[src/rtl/r5p_div_iter.sv]
// r5p_div_iter: iterative restoring radix-2 divider for RISC-V M DIV/DIVU/REM/REMU.
// One quotient bit per CALC cycle on operand magnitudes, sign fix-up on entry to DONE.
// Optional feature: define R5P_DIV_BYPASS_EN to resolve divide-by-zero and signed
// overflow directly from IDLE to DONE without iterating.
module r5p_div_iter #(
  parameter int unsigned XW = 32
) (
  input  logic          clk,
  input  logic          rst_n,
  input  logic          req_vld,
  output logic          req_rdy,
  input  logic          req_sgn,
  input  logic          req_rem,
  input  logic [XW-1:0] req_rs1,
  input  logic [XW-1:0] req_rs2,
  output logic          rsp_vld,
  input  logic          rsp_rdy,
  output logic [XW-1:0] rsp_rd,
  output logic          busy
);

  localparam int unsigned CntW = $clog2(XW);

  typedef enum logic [1:0] {StIdle, StCalc, StDone} state_e;

  state_e          state_q, state_d;
  logic [CntW-1:0] cnt_q, cnt_d;
  logic [XW-1:0]   rem_q, rem_d;      // partial remainder (always < divisor)
  logic [XW-1:0]   quo_q, quo_d;      // dividend bits shift out, quotient bits shift in
  logic [XW-1:0]   div_q, div_d;      // divisor magnitude
  logic [XW-1:0]   rsp_rd_q, rsp_rd_d;
  logic            rem_sel_q, rem_sel_d;
  logic            neg_quo_q, neg_quo_d;
  logic            neg_rem_q, neg_rem_d;

  // Request operand decode
  logic          rs1_neg, rs2_neg, div_zero;
  logic [XW-1:0] rs1_mag, rs2_mag;
`ifdef R5P_DIV_BYPASS_EN
  logic          sgn_ovf;
  logic [XW-1:0] bypass_rd;
`endif

  // Magnitudes and result-sign flags derived from the incoming request
  always_comb begin
    rs1_neg  = req_sgn & req_rs1[XW-1];
    rs2_neg  = req_sgn & req_rs2[XW-1];
    rs1_mag  = rs1_neg ? -req_rs1 : req_rs1;
    rs2_mag  = rs2_neg ? -req_rs2 : req_rs2;
    div_zero = (req_rs2 == '0);
`ifdef R5P_DIV_BYPASS_EN
    sgn_ovf   = req_sgn & (req_rs1 == {1'b1, {(XW-1){1'b0}}}) & (req_rs2 == '1);
    bypass_rd = div_zero ? (req_rem ? req_rs1 : '1) : (req_rem ? '0 : req_rs1);
`endif
  end

  // One restoring step: the shifted remainder is XW+1 bits wide
  logic [XW:0]   shift_w;
  logic [XW-1:0] sub_w, rem_step, quo_step, res_mag, res_fin;
  logic          sub_ok, res_neg;

  // Trial subtraction and final sign fix-up
  always_comb begin
    shift_w  = {rem_q, quo_q[XW-1]};
    sub_w    = shift_w[XW-1:0] - div_q;
    // A set top bit means the shifted value already exceeds any XW-bit divisor
    sub_ok   = shift_w[XW] | (shift_w[XW-1:0] >= div_q);
    rem_step = sub_ok ? sub_w : shift_w[XW-1:0];
    quo_step = {quo_q[XW-2:0], sub_ok};
    res_mag  = rem_sel_q ? rem_step : quo_step;
    res_neg  = rem_sel_q ? neg_rem_q : neg_quo_q;
    res_fin  = res_neg ? -res_mag : res_mag;
  end

  // Next-state and datapath updates
  always_comb begin
    state_d   = state_q;
    cnt_d     = cnt_q;
    rem_d     = rem_q;
    quo_d     = quo_q;
    div_d     = div_q;
    rsp_rd_d  = rsp_rd_q;
    rem_sel_d = rem_sel_q;
    neg_quo_d = neg_quo_q;
    neg_rem_d = neg_rem_q;
    unique case (state_q)
      StIdle: begin
        if (req_vld) begin
          state_d   = StCalc;
          cnt_d     = CntW'(XW - 1);
          rem_d     = '0;
          quo_d     = rs1_mag;
          div_d     = rs2_mag;
          rem_sel_d = req_rem;
          // Divide by zero yields all-ones naturally from magnitudes; keep it unsigned
          neg_quo_d = (rs1_neg ^ rs2_neg) & ~div_zero;
          neg_rem_d = rs1_neg;
`ifdef R5P_DIV_BYPASS_EN
          if (div_zero || sgn_ovf) begin
            state_d  = StDone;
            cnt_d    = '0;
            rsp_rd_d = bypass_rd;
          end
`endif
        end
      end
      StCalc: begin
        rem_d = rem_step;
        quo_d = quo_step;
        if (cnt_q == '0) begin
          state_d  = StDone;
          rsp_rd_d = res_fin;
        end else begin
          cnt_d = cnt_q - 1'b1;
        end
      end
      StDone: begin
        if (rsp_rdy) begin
          state_d = StIdle;
        end
      end
      default: state_d = StIdle;
    endcase
  end

  // State registers with synchronous active-low reset
  always_ff @(posedge clk) begin
    if (!rst_n) begin
      state_q   <= StIdle;
      cnt_q     <= '0;
      rem_q     <= '0;
      quo_q     <= '0;
      div_q     <= '0;
      rsp_rd_q  <= '0;
      rem_sel_q <= 1'b0;
      neg_quo_q <= 1'b0;
      neg_rem_q <= 1'b0;
    end else begin
      state_q   <= state_d;
      cnt_q     <= cnt_d;
      rem_q     <= rem_d;
      quo_q     <= quo_d;
      div_q     <= div_d;
      rsp_rd_q  <= rsp_rd_d;
      rem_sel_q <= rem_sel_d;
      neg_quo_q <= neg_quo_d;
      neg_rem_q <= neg_rem_d;
    end
  end

  assign req_rdy = (state_q == StIdle);
  assign rsp_vld = (state_q == StDone);
  assign busy    = (state_q != StIdle);
  assign rsp_rd  = rsp_rd_q;

endmodule

[config.mk]
export PLATFORM = sky130hd
export DESIGN_NAME = r5p_div_iter
export DESIGN_NICKNAME = d
export VERILOG_FILES = /design/src/rtl/r5p_div_iter.sv
export SDC_FILE = /design/constraint.sdc
export NUM_CORES = 1
export LEC_CHECK = 0
export ABC_CLOCK_PERIOD_IN_PS = 12800
export BUFFER_PORTS_ARGS = -buffer_cell sky130_fd_sc_hd__buf_2
export CAP_MARGIN = 30
export CORE_AREA = 8 8 148 150
export CTS_CLUSTER_SIZE = 28
export DETAILED_ROUTE_END_ITERATION = 8
export DIE_AREA = 0 0 156 158
export PLACE_DENSITY = 0.75
export SYNTH_ARGS = -nofsm -noshare
export SYNTH_HDL_FRONTEND = slang
export SYNTH_SLANG_ARGS = --single-unit
[constraint.sdc]
create_clock -name clk -period 12.8 [get_ports clk]
set_clock_uncertainty 0.2 [all_clocks]
set_input_delay 0.64 -clock clk [delete_from_list [all_inputs] [get_ports clk]]
set_output_delay 0.64 -clock clk [all_outputs]
set_load 0.1 [all_outputs]
==> run metrics, run 1 <==
Max Fclk just under 0.2 GHz; crit path cell chain inv_1, ha_1, fa_1, nand2b_1, a211oi_4, o21ai_2, a31o_1, nand2_2, mux2i_1, a211o_2, nor4_4, nand4_1, and3_1, o31a_1; Final nets roughly 1500; minimum clock period 5060 ps; I/O Pins around 110; synthesized cell area between 10000 and 15000 um^2; Crit path arrival time 5170 ps; cells on worst reg2reg path 14; worst r2r src quo_q[31]; initial antenna violation count 0; CTS Hold Bufs 0; DR iter-0 viols about 970; synthesis-to-layout area growth 11.1%; Mapped Cells about 1400; Clk Latency, worst-skew pair roughly 420 ps; peak per-stage delay on the critical path slightly above 600 ps; Peak supply drop about 0.000096 V; Async SR Flop Fraction 0; top cells by area, synth dfxtp_1 26%, a21oi_1 6.3%, nand2_1 5.4%, nor2_1 5.3%, xnor2_1 4.5%; placed cells approximately 1700; vias per std cell 6.05; RSZ-0062 raised after global routing no; Synthesized Nets between 1000 and 1500; post-CTS setup buffer count 0; clk sinks approximately 140; Slowest-stage cell, CP nand2_2; endpoints failing setup 0; simple-gate share of the synthesized area 0.237; critical path type reg -> reg; Crit Reg-Reg Endpoint rsp_rd[25]; first-pass GRT wire length roughly 50000 um; most common cell in the synthesized netlist nand2_1; MaxCap Viol Count 0; Routed Antenna Nets 0; Primary FF master, synth dfxtp_1; Yosys top cell area share 0.263; share of layout cells above drive strength 1 0.148; Final Non-Filler Cells 1713; Core ar. 19700 um^2; Static Leak around 4.5 nW; Die Y 158 um; main combinational cell family by area after synthesis compound AO/OA/AOI/OAI gates; max_slew headroom 0.378; Post-Synth XOR/XNOR Area 0.0793; PortBufs 104; Hold Path Stages 2; Hold WS between 200 and 300 ps; setup_tns 0 ps; Compound-Gate Fraction of Synth Area 0.295; GRT overflow 0; chip width between 150 and 200 um; status complete, no violations; area share of fa/ha/maj cells after synthesis 0.0460; Worst Hold End div_q[17]; CTS tree built; vias in the first global route 9751; detailed placement HPWL roughly 23000 um; routed via count 10366; Tightest Pin Transition a little over 900 ps; initial core utilization 0.532; Antenna Cells 0; DR WL/cell about 18 um; WP data required roughly 13000 ps; worst hold-check path type reg -> reg; CTS buffer count 17; CTS Buffer Depth 2; Tcrit/Tclk final 0.396; FF-to-FF setup slack 7740 ps; Commonest cells post-synth 151 x nand2_1, 147 x nor2_1, 138 x dfxtp_1; Post-synth EDFFs 0; mux share of post-synthesis cell area 0.0161; row count between 50 and 60; final WL approximately 31000 um; Pwr Density about 150 nW/um^2; fin. max-slew vios 0; all-layer global routing usage 0.257; die footprint about 25000 um^2; Final Hold Fails 0; Reg clk slew, reported paths approximately 60 ps; register area share after synthesis 0.263; largest net degree at the start of global routing between 80 and 90; Clock Tree Root clkbuf_16; Resized Gates After CTS 0; Worst Setup End Kind register; drt drc 0; Pwr Total about 1.8 mW; Final Wtd Congestion between 0.9 and 1; # H-tree levels 4; worst-path maximum fanout 38; Netlist cell types ~100; Synth area leader dfxtp_1; syn_area_per_cell 7.59 um^2; Hold Startpoint div_q[17]; synthesis-stage register bit count roughly 140; Critical Path Start Type register; YS warnings 0; Pre-antenna DRT Iters 6
## critical path, delay by kind of cell, from the launching register on
family                     cells  cell delay [ps]
AOI/OAI and AO/OA              5             1510
adders and majority gates      2              640
buffers and inverters          1               70
DFF                            1              350
muxes                          1              250
and+or+nand+nor                5             1920
## flip-flops by register name, summed over array words and instances, names as in the netlist
name,count
neg_rem_q,1
state_q,2
cnt_q,5
neg_quo_q,1
quo_q,32
rem_q,32
rem_sel_q,1
rsp_rd,32
div_q,32
## area by class of cell
type / instances / area, um^2
Sequential cell: 138 / 2760
Multi-Input combinational cell: 1096 / 7070
Clock buffer: 18 / 439
Inverter: 58 / 219
Tap cell: 270 / 338
Fill cell: 1884 / 8070
Clock inverter: 14 / 158
Timing Repair Buffer: 119 / 661
## where the power goes
| part | internal, mW | leakage (nW) | switching, mW | total, mW |
|---|---|---|---|---|
| Sequential | 0.468 | 1.13 | 0.0320 | 0.500 |
| Combinational | 0.247 | 3.11 | 0.495 | 0.742 |
| Clock | 0.297 | 0.285 | 0.212 | 0.508 |
| Total | 1.01 | 4.53 | 0.738 | 1.75 |
## logic make-up after synthesis
group,after synthesis
compound gates,442
xor+xnor,95
fa+ha+maj,38
buf+inv,148
flops,138
mux,16
simple gates,505
## metrics by stage
step,setup slack (ps),area [um^2],util
6_report,7740,11600,0.591
5_1_grt,7280,11600,0.591
4_1_cts,7750,11600,0.591
3_5_place_dp,7780,11100,0.561
3_3_place_gp,7880,11000,0.558
2_1_floorplan,8660,10500,-
## layout by cell type (no fill, tap or decap), types with 6 or more instances in the layout
| cell | count |
|---|---|
| and2_1 | 13 |
| ha_1 | 37 |
| dfxtp_1 | 137 |
| a311oi_1 | 6 |
| a21oi_1 | 133 |
| buf_2 | 104 |
| buf_4 | 13 |
| o41ai_1 | 11 |
| a31o_2 | 6 |
| nand2_1 | 150 |
| nor2b_1 | 14 |
| o211ai_1 | 9 |
| or4_1 | 8 |
| o21ai_0 | 52 |
| nor2_1 | 146 |
| a21o_1 | 12 |
| xor2_1 | 41 |
| mux2i_1 | 11 |
| clkbuf_16 | 17 |
| and3_1 | 11 |
| o31a_1 | 6 |
| a31oi_1 | 28 |
| or3_1 | 11 |
| o21a_1 | 6 |
| o21ai_1 | 6 |
| xnor2_1 | 54 |
| inv_6 | 7 |
| a22oi_1 | 32 |
| nor4_1 | 12 |
| a211oi_1 | 52 |
| nand4_1 | 17 |
| o31ai_1 | 14 |
| inv_1 | 57 |
| nor3_1 | 32 |
| nand3_1 | 44 |
| nand2b_1 | 8 |
## how the worst max path moves through the flow
stage,start,endpoint,slack (ps),depth (start not counted)
floorplan,quo_q[31],rsp_rd[26],8660,16
global placement,quo_q[31],rsp_rd[25],7880,14
detailed placement,quo_q[31],rsp_rd[25],7780,14
CTS,quo_q[31],rsp_rd[25],7750,14
global route,div_q[19],rsp_rd[28],7280,14
finish,quo_q[31],rsp_rd[25],7740,14
## metal layers
metal  up-vias  global-route usage  wire length (um)
met3        28              0.0521              2750
met4         0              0.0684               414
met1      4797               0.372             15200
li1       5151                   -                 -
met5         -                   0                 0
met2       390               0.377             13100
Power figures use the tool's default switching activity.
==> inputs of run 2 (changes only) <==
Settings changed: ABC_AREA from default to 1, ABC_CLOCK_PERIOD_IN_PS 12800 to 4200, CORE_AREA 8 8 148 150 to 8 8 153 155, DIE_AREA 0 0 156 158 to 0 0 161 163, PLACE_DENSITY 0.75 to 0.77.
Clock period 12.8 ns to 4.2 ns, I/O delays scaled along.
==> run 2 against run 1 <==
Net effect:
- maximum frequency is 31% higher
- combinational power grew to 4.2 times the previous value
- worst setup slack worse by 7400 ps
- design area is 13% higher
- non-clock buffer count is 61 higher
- first-iteration DRC count is 32% higher
- sequential power grew to 3.1 times the previous value
- routed wire length is 21% higher
- core utilization is 4.3 points higher
- via count is 25% higher
- largest power group unchanged
==> run metrics, run 2 <==
most common cell in the synthesized netlist nand2_1; chip width 161 um (+3.2%); Tcrit/Tclk final 0.918 (+0.522); CTS Buffer Depth 2 (unchanged); Final nets 2168 (+41%); Critical Path Start Type register; PortBufs 104 (unchanged); RSZ-0062 raised after global routing no; fin. max-slew vios 0 (unchanged); Comb power frac 0.495 (+0.071); die footprint 26200 um^2 (+6.5%); DR WL/cell 16.2 um (-12%); minimum clock period 3860 ps (-1210 ps); Reg clk slew, reported paths 60 ps (about the same); Max Fclk 0.259 GHz (+31%); detailed placement HPWL 28200 um (+21%); Commonest cells post-synth 637 x nand2_1, 250 x inv_1, 178 x nand3_1; endpoints failing setup 0 (unchanged); Sequential Power Share 0.248 (-0.038); Yosys top cell area share 0.245 (-0.0181); Clk Latency, worst-skew pair 430 ps (about the same); Peak supply drop 0.000280 V (+190%); initial core utilization 0.541 (+0.00881); CTS buffer count 17 (unchanged); MaxCap Viol Count 0 (unchanged); Crit path arrival time 3980 ps (-1190 ps); Pre-antenna DRT Iters 5 (-1); largest net degree at the start of global routing 73 (-11%); Netlist cell types 50 (-49%); setup_tns 0 ps (unchanged); syn_area_per_cell 5.83 um^2 (-23%); Primary FF master, synth dfxtp_1; status complete, no violations; # H-tree levels 4 (unchanged); sw frac 0.468 (+0.0457); Die Y 163 um (+3.2%); top cells by area, synth dfxtp_1 25%, nand2_1 21%, inv_1 8.3%, nand3_1 7.9%, nor2_1 5.5%; leading cell type in the layout, fill and taps excluded nand2_1; Resized Gates After CTS 0 (unchanged); first-pass GRT wire length 59900 um (+17%); Final Non-Filler Cells 2348 (+37%); Synth area leader dfxtp_1; Net Switching 2.92 mW (+300%); Routed Antenna Nets 0 (unchanged); Async SR Flop Fraction 0 (unchanged); critical path type reg -> reg; register area share after synthesis 0.245 (-0.0181); final WL 38000 um (+21%); Synthesized Nets 2039 (+37%); most numerous cell on the critical path nand2_1; row count 53 (+1.9%); worst hold-check path type in -> reg; Worst Setup End Kind register; worst-path maximum fanout 22 (-42%); post-CTS setup buffer count 0 (unchanged); Final Hold Fails 0 (unchanged); clk sinks 138 (unchanged); Post-synth EDFFs 0 (unchanged); peak per-stage delay on the critical path 350 ps (-270 ps); CTS tree built; share of layout cells above drive strength 1 0.114 (-0.0337); routed via count 12962 (+25%); Pwr Total 6.25 mW (+260%); Slowest-stage cell, CP dfxtp_1; I/O Pins 105 (unchanged); Mapped Cells 1931 (+40%); placed cells 2255 (+34%); synthesized cell area 11300 um^2 (+7.4%); drt drc 0 (unchanged); Core ar. 20800 um^2 (+5.6%); GRT overflow 0 (unchanged); CP Buf/Inv Count 3 (+2); synthesis-stage register bit count 138 (unchanged); DR iter-0 viols 1279 (+32%); max_slew headroom 0.528 (+0.150); vias in the first global route 11742 (+20%); Pwr Density 474 nW/um^2 (+220%); Clock Tree Root clkbuf_16; all-layer global routing usage 0.282 (+0.0247); Internal 3.33 mW (+230%); Clk pwr share 0.258 (-0.032); YS warnings 0 (unchanged); most frequent cells in the layout 637 x nand2_1, 249 x inv_1, 178 x nand3_1, 162 x nor2_1, 137 x dfxtp_1; vias per std cell 5.52 (-8.8%); initial antenna violation count 0 (unchanged); Top delay family on crit path simple AND/OR/NAND/NOR gates; Static Leak 6.64 nW (+47%); Final Wtd Congestion 0.973 (+1.9%); WP data required 4330 ps (-8580 ps); synthesis-to-layout area growth 17.2%; Tightest Pin Transition 708 ps (-219 ps)
run 2: final timing paths:
check	start	endpoint	slack, ps	depth (start not counted)
worst max-delay path	div_q[11]	rsp_rd[24]	340	25
worst min-delay path	req_rs1[29]	quo_q[29]	10	5
worst max register to register	div_q[11]	rsp_rd[24]	340	25
worst min register to register	rsp_rd[1]	rsp_rd[1]	270	2
run 2: final cells by class:
class / instances / area [um^2]
fill: 2002 / 7620
multi-input combinational: 1463 / 7240
sequential: 138 / 2760
timing repair buffer: 180 / 1250
inverter: 260 / 976
clock buffer: 18 / 439
tap: 275 / 344
clock inverter: 13 / 181
antenna: 1 / 2.50
run 2: cells by family (layout without fill, tap and decap cells):
kind of cell,after synthesis,count (layout),synth area share
adder cells (fa/ha/maj),38,38,0.0429
XOR/XNOR,40,40,0.0311
AO/OA/AOI/OAI,272,272,0.141
flip-flops,138,138,0.245
buffers and inverters,331,471,0.115
AND/OR/NAND/NOR,1112,1113,0.425
other,0,1,0
run 2: repair_timing:
| item | in CTS | in global routing |
|---|---|---|
| endpoints found under the setup margin | 0 | 4 |
| hold buffers | 60 | 0 |
| hold endpoints to repair | 64 | 0 |
run 2: per-stage QoR:
stage           util  instance area [um^2]  hold WS (ps)  worst slack, ps
6_report       0.634                 13200          13.1              344
4_1_cts        0.633                 13200          6.53              371
3_5_place_dp   0.575                 12000           256              447
5_1_grt        0.634                 13200          25.6             23.2
2_1_floorplan      -                 11300           164              970
3_3_place_gp   0.574                 11900           254              532
run 2: worst register-to-register path, cell delays in order (launching register included):
cell and delay (ps):
dfxtp_1 350, inv_1 60, ha_1 340, nand2_2 110
inv_1 60, nand2_1 60, nand2_1 60, a21oi_1 250
nand3_2 150, nand2_4 230, nand2_8 170, nand2_1 110
nand2_1 80, o21ai_2 250, ha_1 240, nand3_2 100
nor2_4 140, nand2_1 160, nor2_1 180, nand3_1 90
nand2_1 60, nand2_1 60, nand2_1 50, nand3_1 80
nand2_1 90, inv_1 30
run 2: metal layers:
metal	part of all wire	wire length, um	vias up	track usage
met3	0.077	2940	80	0.0516
met4	0.032	1230	0	0.112
met2	0.45	17000	582	0.447
li1	-	-	6449	-
met1	0.44	16900	5851	0.373
met5	0	0	-	0
run 2: power by group through the flow:
stage | Sequential (mW) | Combinational [mW] | Clock [mW]
final | 1.55 | 3.09 | 1.61
after global routing | 1.56 | 3.40 | 1.68
after CTS | 1.55 | 3.01 | 1.62
after detailed placement | 1.57 | 2.94 | 0
after global placement | 1.57 | 2.92 | 0
after floorplan | 1.68 | 2.15 | 0
==> inputs of run 3 (changes only) <==
Settings changed: CTS_BUF_LIST from default to sky130_fd_sc_hd__clkbuf_8.
==> run 3 against run 2 <==
Net effect:
- power shrank 6.4%
- critical path type unchanged
- die area is the same
- critical endpoint unchanged
- worst setup slack gained 22 ps
==> run metrics, run 3 (synthesis gave the netlist of run 2 again) <==
Worst Setup End Kind register; Antenna Cells 0 (-1); die footprint 26200 um^2 (unchanged); endpoints failing setup 0 (unchanged); Core ar. 20800 um^2 (unchanged); Max Fclk 0.261 GHz (+0.57%); Clock Tree Root clkbuf_8; RSZ-0062 raised after global routing no; vias in the first global route 11745 (+0.026%); Resized Gates After CTS 0 (unchanged); fin area 13100 um^2 (-0.86%); synthesis-to-layout area growth 16.2%; I/O Pins 105 (unchanged); Tightest Pin Transition 707 ps (-1.30 ps); Clk Latency, worst-skew pair 480 ps (+50 ps); Hold Startpoint req_rs1[15]; DR WL/cell 16.0 um (-1.2%); Crit Reg-Reg Endpoint rsp_rd[24]; CP Buf/Inv Count 1 (-2); WP data required 4380 ps (+50 ps); minimum clock period 3830 ps (-21.7 ps); largest net degree at the start of global routing 73 (unchanged); share of layout cells above drive strength 1 0.113 (-0.000438); # H-tree levels 4 (unchanged); initial core utilization 0.541 (unchanged); Peak supply drop 0.000217 V (-22%); setup_tns 0 ps (unchanged); setup ws final 366 ps (+21.7 ps); Pwr Total 5.85 mW (-6.4%); most numerous cell on the critical path nand2_1; MaxCap Viol Count 0 (unchanged); chip width 161 um (unchanged); PortBufs 104 (unchanged); Pre-antenna DRT Iters 5 (unchanged); Final nets 2176 (+0.37%); status complete, no violations; Crit path arrival time 4020 ps (+40 ps); Worst Hold End quo_q[15]; most frequent cells in the layout 637 x nand2_1, 249 x inv_1, 178 x nand3_1, 162 x nor2_1, 137 x dfxtp_1; placed cells 2255 (unchanged); all-layer global routing usage 0.282 (about the same); routed via count 12986 (+0.19%); crit path cell chain ha_1, nand2_1, nand2_1, nand2_1, nand2_1, a21oi_1, nand3_2, nand2_4, nand2_8, nand2_1, nand2_1, o21ai_2, ha_1, nand3_2, nor2_4, nand2_1, nor2_1, nand3_1, nand2_1, nand2_1, nand2_1, nand3_1, nand2_1, inv_1; dpl cell area 12000 um^2 (unchanged); Top delay family on crit path simple AND/OR/NAND/NOR gates; vias per std cell 5.51 (-0.11%); worst hold-check path type in -> reg; Slowest-stage cell, CP dfxtp_1; worst r2r src rem_q[8]; Static Leak 6.59 nW (-0.74%); Final Non-Filler Cells 2355 (+0.30%); CTS buffer count 17 (unchanged); post-CTS setup buffer count 0 (unchanged); Final Wtd Congestion 0.973 (unchanged); detailed placement HPWL 28200 um (unchanged); FF-to-FF setup slack 370 ps (+20 ps); final core utilization 0.629 (-0.00547); Hold WS 41.6 ps (+28.5 ps); critical path type reg -> reg; Die Y 163 um (unchanged); final WL 37700 um (-0.94%); Critical Path Start Type register; CTS Buffer Depth 2 (unchanged); DR iter-0 viols 1349 (+5.5%); fin. max-slew vios 0 (unchanged); worst slack at placement 447 ps (unchanged); row count 53 (unchanged); worst-path maximum fanout 22 (unchanged); number of fill cells 2021 (+0.95%); Pwr Density 447 nW/um^2 (-5.6%); CTS tree built; max_slew headroom 0.529 (+0.000868); Hold Path Stages 4 (-1); Final Hold Fails 0 (unchanged); clk sinks 138 (unchanged); Routed Antenna Nets 0 (unchanged); drt drc 0 (unchanged); leading cell type in the layout, fill and taps excluded nand2_1; GRT overflow 0 (unchanged); cells on worst reg2reg path 24 (-4.0%); first-pass GRT wire length 59900 um (about the same); initial antenna violation count 0 (unchanged); peak per-stage delay on the critical path 460 ps (+110 ps); Reg clk slew, reported paths 90 ps (+30 ps); Tcrit/Tclk final 0.913 (-0.00516)
-- run 3: cell types whose count changed in the layout (fill, tap and decap cells not counted), sizes merged --
cell and change:
dlygate4sd3 +8, diode -1
-- run 3: final cells by class --
class                           count  area (um^2)  area share
Tap cell                          275          344      0.0263
Inverter                          260          976      0.0746
Clock buffer                       18          248      0.0189
Timing Repair Buffer              188         1330       0.102
Sequential cell                   138         2760       0.211
Clock inverter                     13          181      0.0139
Multi-Input combinational cell   1463         7240       0.553
-- run 3: worst max-delay path by stage --
stage	start	endpoint	slack [ps]	cells past startpoint
floorplan	quo_q[31]	rsp_rd[20]	970	24
global placement	rem_q[5]	rsp_rd[24]	530	26
detailed placement	div_q[6]	rsp_rd[24]	450	27
CTS	div_q[15]	rsp_rd[24]	370	25
global route	div_q[6]	rsp_rd[24]	10	27
finish	rem_q[8]	rsp_rd[24]	370	24
-- run 3: where the power goes --
part           switching, mW  internal [mW]  leakage, nW
clock                  0.601          0.617        0.214
combinational           2.16          0.929         5.25
sequential             0.110           1.44         1.13
-- run 3: tightest hold or removal path, cell delays in order --
cell and delay (ps):
buf_2 110, xor2_1 90, a2bb2oi_1 130, a21oi_1 130
-- run 3: timing repair --
action,in CTS,in global routing
hold endpoints to repair,71,0
setup endpoints to repair,0,5
hold buffers,68,0
-- run 3: layer usage --
metal / routed length, um / up-vias / track usage
met5: 0 / - / 0
met4: 1330 / 0 / 0.115
met3: 2820 / 91 / 0.0463
met2: 16600 / 568 / 0.447
met1: 16900 / 5861 / 0.375
li1: - / 6466 / -
